===== config.mk =====
export PLATFORM = sky130hd
export DESIGN_NAME = terrain_gen
export DESIGN_NICKNAME = d
export VERILOG_FILES = /design/src/rtl/terrain_gen.sv
export SDC_FILE = /design/constraint.sdc
export NUM_CORES = 1
export LEC_CHECK = 0
export ABC_AREA = 1
export BUFFER_PORTS_ARGS = -buffer_cell sky130_fd_sc_hd__clkbuf_2
export CAP_MARGIN = 0
export CORE_UTILIZATION = 55
export DETAILED_ROUTE_END_ITERATION = 8
export GPL_TIMING_DRIVEN = 0
export PLACE_DENSITY = 0.81
export SYNTH_ARGS = -nofsm -noshare
export SYNTH_HDL_FRONTEND = slang
export SYNTH_SLANG_ARGS = --single-unit

===== constraint.sdc =====
create_clock -name clk -period 2 [get_ports clk]
set_input_delay 0.4 -clock clk [delete_from_list [all_inputs] [get_ports clk]]
set_output_delay 0.4 -clock clk [all_outputs]
set_load 0.01 [all_outputs]

===== src/rtl/terrain_gen.sv =====
// Platform scroller and run-lifecycle controller: generates the 3-bit lines pattern
// from an LFSR, counts survived columns and flags death when height leaves the playfield.
module terrain_gen #(
  parameter int          SCROLL_DIV = 4,
  parameter int          SEG_BASE   = 8,
  parameter logic [15:0] SEED       = 16'hACE1,
  parameter logic [8:0]  DEATH_LO   = 9'd10,
  parameter logic [8:0]  DEATH_HI   = 9'd470
) (
  input  logic        clk,
  input  logic        rst,
  input  logic        start,
  input  logic [8:0]  height,
  output logic [2:0]  lines,
  output logic        is_dead,
  output logic [15:0] score,
  output logic        seg_start
);

  localparam int             DIV_W    = (SCROLL_DIV > 1) ? $clog2(SCROLL_DIV) : 1;
  localparam logic [DIV_W-1:0] DIV_LAST = DIV_W'(SCROLL_DIV - 1);
  localparam logic [4:0]     SEG_INIT = 5'(SEG_BASE);

  typedef enum logic [1:0] {IDLE, RUN, DEAD} state_t;

  state_t           state_reg, state_next;
  logic [2:0]       lines_reg, lines_next;
  logic             is_dead_reg, is_dead_next;
  logic [15:0]      score_reg, score_next;
  logic             seg_start_reg, seg_start_next;
  logic [15:0]      lfsr_reg, lfsr_next;
  logic [DIV_W-1:0] div_cnt_reg, div_cnt_next;
  logic [4:0]       seg_left_reg, seg_left_next;

  logic       tick;
  logic       out_of_field;
  logic       enter_run;
  logic [2:0] new_pattern;

  always_ff @(posedge clk) begin
    if (rst) begin
      state_reg     <= IDLE;
      lines_reg     <= 3'b111;
      is_dead_reg   <= 1'b0;
      score_reg     <= 16'd0;
      seg_start_reg <= 1'b0;
      lfsr_reg      <= SEED;
      div_cnt_reg   <= '0;
      seg_left_reg  <= SEG_INIT;
    end else begin
      state_reg     <= state_next;
      lines_reg     <= lines_next;
      is_dead_reg   <= is_dead_next;
      score_reg     <= score_next;
      seg_start_reg <= seg_start_next;
      lfsr_reg      <= lfsr_next;
      div_cnt_reg   <= div_cnt_next;
      seg_left_reg  <= seg_left_next;
    end
  end

  always_comb begin
    state_next     = state_reg;
    lines_next     = lines_reg;
    is_dead_next   = is_dead_reg;
    score_next     = score_reg;
    seg_start_next = 1'b0;
    lfsr_next      = lfsr_reg;
    div_cnt_next   = div_cnt_reg;
    seg_left_next  = seg_left_reg;
    enter_run      = 1'b0;

    tick         = (div_cnt_reg == DIV_LAST);
    out_of_field = (height < DEATH_LO) || (height > DEATH_HI);

    // Next pattern always shares a platform with the current one, so every run is survivable
    new_pattern = (lfsr_reg[2:0] == 3'b000) ? 3'b111 : lfsr_reg[2:0];
    if ((new_pattern & lines_reg) == 3'b000)
      new_pattern = new_pattern | lines_reg;

    case (state_reg)
      IDLE: begin
        lines_next = 3'b111;
        if (start)
          enter_run = 1'b1;
      end
      RUN: begin
        if (out_of_field) begin
          // Death wins over any same-cycle tick: score, lines and LFSR stay put
          state_next   = DEAD;
          is_dead_next = 1'b1;
          lines_next   = 3'b000;
        end else if (tick) begin
          div_cnt_next = '0;
          if (score_reg != 16'hFFFF)
            score_next = score_reg + 16'd1;
          lfsr_next = {lfsr_reg[14:0], lfsr_reg[15] ^ lfsr_reg[13] ^ lfsr_reg[12] ^ lfsr_reg[10]};
          if (seg_left_reg > 5'd1) begin
            seg_left_next = seg_left_reg - 5'd1;
          end else begin
            lines_next     = new_pattern;
            seg_left_next  = SEG_INIT + {1'b0, lfsr_reg[6:3]};
            seg_start_next = 1'b1;
          end
        end else begin
          div_cnt_next = div_cnt_reg + 1'b1;
        end
      end
      DEAD: begin
        if (start)
          enter_run = 1'b1;
      end
      default: state_next = IDLE;
    endcase

    if (enter_run) begin
      state_next    = RUN;
      lines_next    = 3'b111;
      seg_left_next = SEG_INIT;
      div_cnt_next  = '0;
      score_next    = 16'd0;
      is_dead_next  = 1'b0;
    end
  end

  assign lines     = lines_reg;
  assign is_dead   = is_dead_reg;
  assign score     = score_reg;
  assign seg_start = seg_start_reg;

endmodule


Word level (Yosys, flattened, before mapping)
Index checks and enable logic that the tools add are counted.
- output and inout port bits: 21
- input port bits: 12
- bits in writable memories: 0
- memories: 0
- bits in latches: 0
- bits in read-only memories: 0
- register bits: 46
- add/subtract/negate cells: 4
- reduce and logical (&&, ||, !) cells: 15
- equality and inequality tests: 9
- shifts and indexed selects: 0
- magnitude comparators: 3
- multiply operators: 0
- div/mod/pow operators: 0
- multiplexer cells: 14
- bitwise logic cells: 9
- operators with widths (cell ; count):
    $add 16x1->16 const B ; 1
    $ne 16x16->1 const B ; 1
    $mux 3 ; 5
    $gt 9x9->1 const B ; 1
    $lt 9x4->1 const B ; 1
    $ne 3x3->1 const B ; 3
    $reduce_and 2->1 ; 4
    $logic_not 3->1 ; 2
    $pmux 3 s2 ; 1
    $reduce_and 3->1 ; 2
    $add 4x4->5 const A ; 1
    $gt 5x1->1 const B ; 1
    $mux 5 ; 1
    $sub 5x1->5 const B ; 1
    $eq 2x2->1 const B ; 2
    $mux 1 ; 4
    $mux 2 ; 2
    $not 1->1 ; 4
    $pmux 2 s2 ; 1
    $reduce_and 4->1 ; 1
    $reduce_or 2->1 ; 2
    $reduce_or 4->1 ; 1
    $and 3x3->3 ; 1
    $or 3x3->3 ; 1
    8 further kinds ; 10

Depth between registers and ports, before layout
- word-level depth: 9
- mapped depth: 10

Least setup slack after synthesis
OpenSTA, ideal clock, no wires.
- path kind: reg-to-reg
- from: register score_reg[0] (netlist: score[0])
- to: register score_reg[3] (netlist: score[3])
- data arrival time: 1.443 ns
- path buffers: 1
- cell stages (with the launch flop): 10
- slack: 0.442 ns
- period minus slack after synthesis: 1.558 ns
- path through: dfxtp_1 > ha_1 > nand2_2 > nor2_2 > nand2_2 > nor3_4 > nor2_4 > buf_6 > a21oi_1 > nor2_1
- cells in the longest elaborated chain, start to end: 2
- elaborated cells between the ends (all ways): 3
- classes of those cells: 1 x add/sub; 1 x eq/ne; 1 x reduce/logical
- ends and longest elaborated chain (what ; RTL line ; RTL):
    start, declared ; 29 ; logic [15:0] score_reg, score_next;
    start signal, assigned ; 54 ; score_reg <= score_next;
    parallel branches: the longest is 2 deep, another holds $add 16x1->16 ; n/a ;
Parallel ways; which one is timed is not known.
A chain may end at the register's enable or synchronous reset.

Worst setup path in the final report
- from: register score_reg[0] (netlist: score[0])
- to: register score_reg[8] (netlist: score[8])
Same word-level chain as after synthesis.

==> summary.md <==
| Metric | Value |
|---|---|
| Status | `finished clean` |
| H-tree levels | `2` |
| Root Buffer | `clkbuf_8` |
| Worst path bufs/invs | `1` |
| Mean Syn Cell Area | `7.02 µm²` |
| Layout area overhead | `14.9%` |
| GPL Wtd Cong | `0.818` |
| Fmax achieved | `around 590 MHz` |
| Commonest non-fill, non-tap cells in the layout | `nand2_1, dfxtp_1, nor2_1` |
| Number of port buffers | `32` |
| Worst R2R Start | `score[0]$_SDFFE_PP0P_` |
| CP endpoint kind | `flop` |
| Vias/cell | `5.32` |
| Final hold violation count | `0` |
| Delay-heaviest family, CP | `simple AND/OR/NAND/NOR gates` |
| Clock power frac | `40.7%` |
| Hpwl dp | `3510 µm` |
| PD cells | `around 680 nW/µm²` |
| Syn_nets | `334` |
| Routed vias | `2159` |
| Critical Path RT | `2.20 ns` |
| Final min period | `between 1.5 and 2 ns` |
| First-pass GRT wire length | `8600 µm` |
| Distinct cells, synth | `29` |
| Drt first pass iters | `4` |
| Vias in the first global route | `2006` |
| Reg power frac | `between 50% and 60%` |
| Clk buf depth | `2` |
| WS Path Type | `reg -> reg` |
| Fin util | `68.0%` |
| Sw Share | `23.1%` |
| # DRC | `0` |
| Worst Max-Slew Pin Slew | `approximately 0.52 ns` |
| Post-CTS Setup Inserts | `0` |
| CTS buffer count | `5` |
| Antenna cell count | `0` |
| Cell leakage power | `between 0.001 and 0.0015 µW` |
| Max-slew violation count | `0` |
| DP Area | `2450 µm²` |
| Post-Synthesis Cells | `318` |
| Setup total negative slack | `0 ns` |
| Gate power share | `5.7%` |
| Post-CTS sizing | `0` |
| Crit path cell chain | `ha_1 > nand2_2 > nor2_2 > nand2_2 > nor3_4 > nor2_4 > buf_6 > a21oi_1 > nor2_1` |
| Overall Global Routing Usage | `26.0%` |
| Initial core utilization | `59.2%` |
| Commonest non-fill, non-tap cell in the layout | `nand2_1` |
| Reg2reg path depth | `9` |
| Register area share after synthesis | `41.3%` |
| Final period util | `84.8%` |
| Num ports | `33` |
| Max FO, Critical Path | `10` |
| Total grt overflow | `0` |
| Initial antenna violation count | `0` |
| Synth Cell Area | `2230 µm²` |
| Reg-to-reg critical path endpoint | `score[8]$_SDFFE_PP0P_` |
| Hold Crit Depth | `2` |
| Slowest cell on crit path | `dfxtp_1` |
| Total Power | `1740 µW` |
| Max cap viols | `0` |
| WHS Endpoint | `lfsr_reg[8]$_SDFFE_PP0P_` |
| Std-Cell Rows | `22` |
| Hold_sp | `rst` |
| Design area | `2560 µm²` |
| Worst EP arrival | `1.90 ns` |
| Later-pin clock latency in the skew report | `0.30 ns` |
| Die height | `around 66 µm` |
| Max stage delay on crit path | `0.39 ns` |
| Final net count | `373` |
| Worst path most repeated cell | `nand2_2` |
| Die Span X | `65.7 µm` |
| Yosys warning count | `0` |
| Design internal power | `1330 µW` |
| Synth Register Bits | `46` |
| CTS tree | `yes` |
| Flop2flop setup slack | `0.30 ns` |
| Peak VDD IR | `about 0.52 mV` |
| Iteration-0 DRC Markers | `approximately 150` |
| CTS clk-pin slew, worst paths | `0.09 ns` |
| Share of layout cells above drive strength 1 | `15.9%` |
| Switch Pwr | `roughly 400 µW` |
| Hold Path Class | `in -> reg` |
| Post-DRT Antenna Nets | `0` |
| RSZ-0062 raised after global routing | `no` |
| Relative slew slack | `between 60% and 70%` |
| Setup-failing EPs final | `0` |
| CTS sink cnt | `46` |
| Placeable Area | `3770 µm²` |
| Largest net degree at the start of global routing | `16` |
| Total Die Area | `approximately 4300 µm²` |
| Type of origin of the critical path | `flop` |
| Final wirelength | `4890 µm` |
| Hold Buf Count CTS | `0` |
| Wire per inst | `12.0 µm` |
| Setup Skew | `approximately 0.0042 ns` |
[routing by layer]
metal / wire (µm) / vias to the layer above / global-route usage (%)
met5: 0 / - / 0
met4: 41 / 0 / 10.1
met3: 225 / 4 / 6.25
met2: 2380 / 55 / 44.3
met1: 2240 / 973 / 31.3
li1: - / 1127 / -
[per-stage QoR]
step	std cells	hold WS (ns)	setup WS (ns)
6_report	406	0.332	0.305
5_1_grt	406	0.336	0.111
4_1_cts	406	0.327	0.282
3_5_place_dp	398	0.450	0.289
3_3_place_gp	398	0.444	0.287
2_1_floorplan	318	0.429	0.442
[cell type report]
type	count	area [µm²]
fillers	332	1210
well taps	48	60.1
plain buffers	9	63.8
clock inverters	3	43.8
multi-input cells	234	1140
inverters	29	109
repair buffers	32	160
clock buffers	5	68.8
flip-flops and latches	46	921
[worst register-to-register path, stage by stage, from the launching register on]
cell and delay [ns]:
dfxtp_1 0.39, ha_1 0.22, nand2_2 0.09, nor2_2 0.21
nand2_2 0.10, nor3_4 0.15, nor2_4 0.08, buf_6 0.15
a21oi_1 0.13, nor2_1 0.07
[cell usage after synthesis]
master,n,area (µm²)
nand3_2,1,10.0
nor4_1,1,6.26
nor3_1,6,30.0
nor2_1,41,154
clkbuf_1,2,7.51
nand3_1,32,160
inv_2,2,7.51
a21oi_1,32,160
xor2_1,1,8.76
o211ai_1,4,30.0
o31ai_1,1,7.51
or2_2,1,6.26
o21ai_1,3,15.0
buf_4,1,7.51
buf_2,3,15.0
buf_6,3,33.8
nor2_4,1,11.3
xnor2_1,5,43.8
nand2_2,3,18.8
nand4_1,4,25.0
ha_1,4,50.1
nand2_1,71,267
clkinv_1,1,3.75
o21bai_1,3,22.5
dfxtp_1,46,921
nor2_2,1,6.26
o21ai_0,18,90.1
inv_1,26,97.6
nor3_4,1,16.3
[power by group through the flow]
stage	Combinational, µW	Clock, µW	Sequential, µW
finish	98.3	707	930
global route	114	753	931
CTS	98.1	716	930
detailed placement	97.6	0	951
global placement	95.6	0	951
floorplan	61.5	0	952
[cell families after synthesis]
logic type                 count (synthesis)  synth area share [%]
and+or+nand+nor                          163                  31.8
AOI/OAI and AO/OA                         61                  14.6
DFF                                       46                  41.3
buffers and inverters                     38                  7.74
xor gates and xnor gates                   6                  2.35
adders and majority gates                  4                  2.24
[how the worst max path moves through the flow]
| stage | startpoint | slack, ns | depth (start not counted) | to |
|---|---|---|---|---|
| 2_1_floorplan | score[0]$_SDFFE_PP0P_ | 0.44 | 9 | score[3]$_SDFFE_PP0P_ |
| 3_3_place_gp | height[5] | 0.29 | 9 | score[10]$_SDFFE_PP0P_ |
| 3_5_place_dp | height[5] | 0.29 | 9 | score[10]$_SDFFE_PP0P_ |
| 4_1_cts | div_cnt_reg[0]$_SDFFE_PP0P_ | 0.28 | 8 | score[10]$_SDFFE_PP0P_ |
| 5_1_grt | div_cnt_reg[0]$_SDFFE_PP0P_ | 0.11 | 8 | score[1]$_SDFFE_PP0P_ |
| 6_report | score[0]$_SDFFE_PP0P_ | 0.30 | 9 | score[8]$_SDFFE_PP0P_ |
Note: power is estimated with default switching activity, not from simulation.
